--- src/rtl/aggregator_pkg.sv ---
// Shared constants, state encoding, rule-order tables and the percent-to-Q1.15
// converter used by both the sequential and combinational rule aggregators.
package aggregator_pkg;

  localparam int ACC_W    = 20;
  localparam int Q15_MAX  = 32767;
  localparam int HALF_LSB = 1 << 14;
  localparam int PCT_DIV  = 100;

  localparam int N_M0 = 4;
  localparam int N_M1 = 9;

  typedef enum logic [1:0] {
    IDLE,
    ACC,
    DONE
  } state_e;

  // Grid index (r*3+c) of the rule handled at each step; entry 0 is step 0.
  localparam logic [3:0][3:0] ORDER_M0 = {4'd8, 4'd6, 4'd2, 4'd0};
  localparam logic [8:0][3:0] ORDER_M1 = {4'd8, 4'd7, 4'd6, 4'd5, 4'd4,
                                          4'd3, 4'd2, 4'd1, 4'd0};

  // Round-half-up percent to Q1.15; anything above 100 % pins at full scale.
  function automatic logic [15:0] g2q15_pct(input logic [7:0] g);
    logic [23:0] scaled;
    logic [23:0] q;
    scaled = 24'(g) * 24'(Q15_MAX) + 24'(PCT_DIV / 2);
    q      = scaled / 24'(PCT_DIV);
    return (q > 24'(Q15_MAX)) ? 16'(Q15_MAX) : q[15:0];
  endfunction

endpackage

--- src/rtl/aggregator_mac.sv ---
// Single-rule term: converts the singleton to Q1.15, multiplies by the rule
// weight and rounds back to a saturated Q1.15 product.
module aggregator_mac
  import aggregator_pkg::*;
(
  input  logic [15:0] w,
  input  logic [7:0]  g,
  output logic [15:0] p
);

  logic [15:0] gq;
  logic [31:0] prod;
  logic [31:0] rnd;
  logic [16:0] shifted;

  always_comb begin
    gq      = g2q15_pct(g);
    prod    = 32'(w) * 32'(gq);
    rnd     = prod + 32'(HALF_LSB);
    shifted = 17'(rnd >> 15);
    p       = (shifted > 17'(Q15_MAX)) ? 16'(Q15_MAX) : shifted[15:0];
  end

endmodule

--- src/rtl/aggregator_seq.sv ---
// Sequential rule aggregator: one MAC walks the active rules of a latched job,
// then presents saturated S_w / S_wg until the consumer takes them.
//
// Handshakes: a transfer happens on a rising edge where valid and ready are
// both high; valid never depends on ready, and data is held while valid is high.
module aggregator_seq
  import aggregator_pkg::*;
(
  input  logic         clk,
  input  logic         rst,
  input  logic         clr,
  input  logic         in_valid,
  output logic         in_ready,
  input  logic         reg_mode,
  input  logic [143:0] w_flat,
  input  logic [71:0]  g_flat,
  output logic         out_valid,
  input  logic         out_ready,
  output logic [15:0]  S_w,
  output logic [15:0]  S_wg,
  output logic         busy,
  output logic [3:0]   rule_idx
);

  state_e            state_q, state_d;
  logic [8:0][15:0]  w_q;
  logic [8:0][7:0]   g_q;
  logic              mode_q;
  logic [3:0]        step_q;
  logic [ACC_W-1:0]  acc_w_q, acc_wg_q;
  logic [ACC_W-1:0]  acc_w_nx, acc_wg_nx;
  logic [3:0]        rule_cur;
  logic              last_step;
  logic [15:0]       p_k;

  function automatic logic [15:0] sat_q15(input logic [ACC_W-1:0] a);
    return (a > ACC_W'(Q15_MAX)) ? 16'(Q15_MAX) : a[15:0];
  endfunction

  always_comb begin
    rule_cur  = mode_q ? ORDER_M1[step_q] : ORDER_M0[step_q[1:0]];
    last_step = (step_q == 4'(mode_q ? N_M1 - 1 : N_M0 - 1));
    acc_w_nx  = acc_w_q  + ACC_W'(w_q[rule_cur]);
    acc_wg_nx = acc_wg_q + ACC_W'(p_k);
  end

  aggregator_mac u_mac (
    .w (w_q[rule_cur]),
    .g (g_q[rule_cur]),
    .p (p_k)
  );

  // Next state; clr overrides every other transition.
  always_comb begin
    state_d = state_q;
    case (state_q)
      IDLE:    if (in_valid)  state_d = ACC;
      ACC:     if (last_step) state_d = DONE;
      DONE:    if (out_ready) state_d = IDLE;
      default: state_d = IDLE;
    endcase
    if (clr) state_d = IDLE;
  end

  always_comb begin
    in_ready  = (state_q == IDLE);
    out_valid = (state_q == DONE);
    busy      = (state_q != IDLE);
    rule_idx  = (state_q == ACC) ? rule_cur : 4'd0;
  end

  always_ff @(posedge clk or posedge rst) begin
    if (rst) begin
      state_q  <= IDLE;
      w_q      <= '0;
      g_q      <= '0;
      mode_q   <= 1'b0;
      step_q   <= '0;
      acc_w_q  <= '0;
      acc_wg_q <= '0;
      S_w      <= '0;
      S_wg     <= '0;
    end else begin
      state_q <= state_d;
      if (clr) begin
        step_q   <= '0;
        acc_w_q  <= '0;
        acc_wg_q <= '0;
        S_w      <= '0;
        S_wg     <= '0;
      end else begin
        case (state_q)
          IDLE: if (in_valid) begin
            w_q      <= w_flat;
            g_q      <= g_flat;
            mode_q   <= reg_mode;
            step_q   <= '0;
            acc_w_q  <= '0;
            acc_wg_q <= '0;
          end
          ACC: begin
            acc_w_q  <= acc_w_nx;
            acc_wg_q <= acc_wg_nx;
            step_q   <= step_q + 4'd1;
            // Results are frozen here so they stay stable through DONE.
            if (last_step) begin
              S_w  <= sat_q15(acc_w_nx);
              S_wg <= sat_q15(acc_wg_nx);
            end
          end
          default: ;
        endcase
      end
    end
  end

endmodule

--- config.mk ---
export PLATFORM = sky130hd
export DESIGN_NAME = aggregator_seq
export DESIGN_NICKNAME = d
export VERILOG_FILES = /design/src/rtl/aggregator_pkg.sv /design/src/rtl/aggregator_mac.sv /design/src/rtl/aggregator_seq.sv
export SDC_FILE = /design/constraint.sdc
export NUM_CORES = 2
export LEC_CHECK = 0
export CORE_ASPECT_RATIO = 1.2
export CORE_MARGIN = 1
export CORE_UTILIZATION = 25
export CTS_CLUSTER_SIZE = 20
export DETAILED_ROUTE_END_ITERATION = 7
export PLACE_DENSITY = 0.53
export SYNTH_ARGS = -nofsm -noshare
export SYNTH_HDL_FRONTEND = slang
export SYNTH_SLANG_ARGS = --single-unit
--- constraint.sdc ---
create_clock -name clk -period 31.2 [get_ports clk]
set_input_delay 6.24 -clock clk [delete_from_list [all_inputs] [get_ports clk]]
set_output_delay 6.24 -clock clk [all_outputs]
set_load 0.05 [all_outputs]
==> summary by stage <==
STA
Headroom to the max-slew limit came out at 0.182. Setup violations remaining at the end of the flow were counted as 0. The final count of pins violating max slew came to 0. Setup repair after global routing could not meet its margin everywhere. The number of hold-slack violations in the final timing report is 0. For the pin with the worst max-slew slack, the measured transition is 1220 ps. The final clock period utilization by the worst path is 0.983. The clock period minus final worst setup slack is ~31000 ps. Clock skew on the completed layout was measured at 48.5 ps. Timing would allow up to 32.6 MHz.

Floorplanning
The standard cell core area is 0.142 mm2. The floorplan die height is 417 um. After floorplanning, the core was divided into 151 placement rows. For this configuration, the core starts out at a cell density of 0.253. The floorplan step set the die width to 348 um. The I/O pin count is 261. The die footprint is 0.145 mm2.

Clock network
The post-CTS clock slew at the launch and capture registers of the worst setup and hold paths is 70 ps. The number of clock buffers added by TritonCTS is 30. Buffers inserted to repair hold after CTS numbered 0. In this run the deepest clock path goes through 3 buffers. The clock root buffer is sky130_fd_sc_hd__clkbuf_16. CTS built an H-tree with a depth of 1. Counting every sink on the clock net gives 295. The clock latency at the later pin of the worst-skew pair is 630 ps. The CTS tree is done.

Synthesis
The synthesized cell area is 0.0358 mm2. Of the post-synthesis cell area, the dominant cell type holds 0.206. The largest total area in the synthesized netlist belongs to sky130_fd_sc_hd__dfrtp_1.

The adder-cell share of the synthesized area is 0.195. Of the total synthesized cell area, the portion taken by AND, OR, NAND and NOR gates is 0.189. The area share of xor/xnor cells in the synthesized design is 0.0480.

Synthesis produced a netlist whose cell count is between 4000 and 5000. The share of cell area taken by muxes after synthesis is 0.0860. In the post-synthesis netlist, the biggest area contributors are sky130_fd_sc_hd__dfrtp_1 21%, sky130_fd_sc_hd__fa_1 13%, sky130_fd_sc_hd__mux2_2 7.0%, sky130_fd_sc_hd__ha_1 6.7%, sky130_fd_sc_hd__nand2_1 5.3%.

Dividing the synthesized area by the synthesized cell count gives 8.48 um2. The sequential cell area fraction in the yosys report is 0.206. During synthesis, Yosys emitted a total of 0 warnings. Synthesis instantiated about 130 different standard cells from the library. The count of flip-flops with a built-in enable after synthesis is 0. The post-synthesis async set-or-reset flop share is 1.00.

After synthesis, the largest family of logic cells by area is compound AO/OA/AOI/OAI gates. The post-synthesis sequential element count is roughly 300. The main flop type after synthesis is sky130_fd_sc_hd__dfrtp_1. The synthesized-area fraction occupied by ao, oa, aoi and oai cells is 0.215.

Cells and area
The area growth from synthesis to layout is 40.4%. The final standard cell utilization of the core is 0.355. The sequential cell area is 0.00738 mm2. Of the cells placed in the final design, the portion with a size suffix greater than 1 is 0.306. The multi-input combinational cells in the finished layout cover a total of approximately 0.028 mm2. After filler insertion, the fill cell instance count of the layout stands at 14700. At the end of the flow, the number of nets in the layout was between 5000 and 6000.

Global route
The initial antenna violation count came to 6. Entering global routing, the biggest net connects 145 pins. The first-pass GRT wire length is 212000 um.

The aggregate global-route resource usage is 0.182. The via count of the first global-routing pass is roughly 37000. The aggregate global routing overflow is 0.

Critical path
The kind of launch point of the worst setup path is a flip-flop. The critical path is of the reg2reg type. The worst setup slack for register-to-register paths is 540 ps. Data on the critical path is required at its endpoint by 31680 ps. In this run the worst setup path terminates at S_wg[8]$_DFFE_PP0P_. The worst register-to-register path begins at step_q[0]$_DFFE_PP0P_. The terminus of the critical flop-to-flop path is S_wg[8]$_DFFE_PP0P_. The largest individual stage delay along the critical path comes from the cell sky130_fd_sc_hd__fa_2. In this run the worst setup path begins at step_q[0]$_DFFE_PP0P_.

For the worst setup path, the data arrival time is between 30000 and 40000 ps. Along the worst path, the maximum fanout reaches 7. The type of destination of the critical path is a flip-flop. On the worst path, the slowest cell contributes a delay of between 600 and 700 ps. The cell occurring most often along the worst timing path is sky130_fd_sc_hd__buf_4.

For the worst flop-to-flop path, the logic depth is 139.

Status
The run finished with clean final reports.

Placement
Input and output buffers added on the ports amount to 260. The final weighted congestion of routability-driven global placement is 0.926. The HPWL after detailed placement is 106000 um.

Route
The number of design-rule violations left by the first detailed-router iteration is 1970. The wire length after detailed routing is about 140000 um. In the routed layout, each cell is associated on average with a via count of around 5.1.

The count of vias placed by the detailed router is 36200. The first TritonRoute pass finished after 6 iterations. The remaining antenna violation count is 0.

The post-detailed-route wirelength per cell is 19.1 um. In the routed design, unresolved DRC markers number 0.

Hold path
The path category of the worst min-delay check is reg2reg.

Run
Across the run, the number of max-cap violations was 0.
[cell usage in the layout, fill, tap and decap left out, types with 23 or more instances in the layout]
master                            count
sky130_fd_sc_hd__nor3_1              85
sky130_fd_sc_hd__clkbuf_16           31
sky130_fd_sc_hd__o21ai_0            127
sky130_fd_sc_hd__mux2i_1             44
sky130_fd_sc_hd__nand2b_1            23
sky130_fd_sc_hd__clkdlybuf4s50_1    260
sky130_fd_sc_hd__inv_1              337
sky130_fd_sc_hd__and2_1              81
sky130_fd_sc_hd__a211oi_1            73
sky130_fd_sc_hd__o21bai_1            32
sky130_fd_sc_hd__a22o_1              40
sky130_fd_sc_hd__xnor2_1            124
sky130_fd_sc_hd__a21oi_1            148
sky130_fd_sc_hd__nand2_1            497
sky130_fd_sc_hd__nor2_1             312
sky130_fd_sc_hd__nor4_1              29
sky130_fd_sc_hd__buf_4              889
sky130_fd_sc_hd__a21o_1              54
sky130_fd_sc_hd__o211ai_1            47
sky130_fd_sc_hd__a21oi_2             33
sky130_fd_sc_hd__a31oi_1             75
sky130_fd_sc_hd__dfrtp_1            293
sky130_fd_sc_hd__mux2_2             222
sky130_fd_sc_hd__o21ai_1             39
sky130_fd_sc_hd__or3_1               30
sky130_fd_sc_hd__and3_1              28
sky130_fd_sc_hd__nand4_1             35
sky130_fd_sc_hd__xor2_1              43
sky130_fd_sc_hd__fa_1               220
sky130_fd_sc_hd__o21a_1              39
sky130_fd_sc_hd__nand3_1             78
sky130_fd_sc_hd__ha_1               183
[layout make-up]
class                      count  area share
clock buffer                  33      0.0157
inverter                     355      0.0267
tap                         1836      0.0456
multi-input combinational   3387       0.563
timing repair buffer        1190       0.196
sequential                   295       0.147
clock inverter                23     0.00641
antenna                        2   0.0000995
[how the worst min path moves through the flow]
| stage | start | endpoint | cells past startpoint |
|---|---|---|---|
| global placement | acc_w_q[14]$_DFFE_PP0P_ | acc_w_q[14]$_DFFE_PP0P_ | 2 |
| detailed placement | S_w[15]$_DFFE_PP0P_ | S_w[15]$_DFFE_PP0P_ | 1 |
| finish | acc_w_q[13]$_DFFE_PP0P_ | acc_w_q[13]$_DFFE_PP0P_ | 2 |
| global route | g_q[6]$_DFFE_PP0P_ | g_q[6]$_DFFE_PP0P_ | 1 |
| CTS | acc_w_q[13]$_DFFE_PP0P_ | acc_w_q[13]$_DFFE_PP0P_ | 2 |
| floorplan | acc_w_q[10]$_DFFE_PP0P_ | acc_w_q[10]$_DFFE_PP0P_ | 2 |
[cell usage after synthesis (all sizes together) (15+ instances only)]
cell,count
buf,44
nand3,86
mux2,229
a21boi,20
o31ai,30
nor4,42
or3,39
o21bai,33
o211ai,49
nand2b,25
o21ai,190
or2,25
nand4,37
nor2b,18
dfrtp,295
ha,193
o21a,40
a22o,40
a2111oi,18
nor2,326
nor3,113
o31a,17
xor2,48
a21oi,187
a21o,58
xnor2,144
clkbuf,161
inv,346
nand2,504
or4,16
mux2i,49
and2,86
a31oi,81
a211oi,103
fa,228
a211o,15
and3,36
[logic make-up after synthesis]
| logic type | count (synthesis) |
|---|---|
| simple gates | 1411 |
| compound gates | 1068 |
| buf+inv | 560 |
| fa+ha+maj | 421 |
| flops | 295 |
| mux | 278 |
| xor+xnor | 192 |
| other cells | 2 |
[state kept, by name, summed over array words and instances (netlist names)]
signal / count
S_wg: 16
S_w: 16
acc_w_q: 20
mode_q: 1
w_q: 144
acc_wg_q: 20
g_q: 72
state_q: 2
step_q: 4
[what timing repair did]
action,CTS,global route
gates cloned,4,3
pin swaps,65,145
endpoints found under the setup margin,24,29
buffers inserted,33,78
resized for setup,140,246
[layer usage]
layer	global-route usage	part of all wire	vias up
met5	0	0.00027	-
met4	0.0587	0.033	6
met3	0.0193	0.041	241
met2	0.336	0.51	928
met1	0.219	0.41	18000
li1	-	-	17100
[worst max-delay path: cells and delay by family (launching register included)]
kind,cells,cell delay (ps)
AOI/OAI and AO/OA,61,12450
and+or+nand+nor,30,6810
adders and majority gates,15,6290
buffers and inverters,25,3280
xor gates and xnor gates,5,860
DFF,1,400
muxes,3,360
[stage by stage]
stage	area, um2	hold slack, ps	setup TNS [ps]	instances	setup WS (ps)
2_1_floorplan	36000	456	0	4242	0.824
3_3_place_gp	46300	470	-17750	6947	-1000
3_5_place_dp	46300	474	-21090	6947	-1160
4_1_cts	48400	492	0	7040	17.5
5_1_grt	50300	511	-14970	7121	-908
6_report	50300	488	0	7121	542
Power is left out: the tool's default activity adds up to more than one toggle a clock period on the data nets, which glitch-free logic cannot reach.
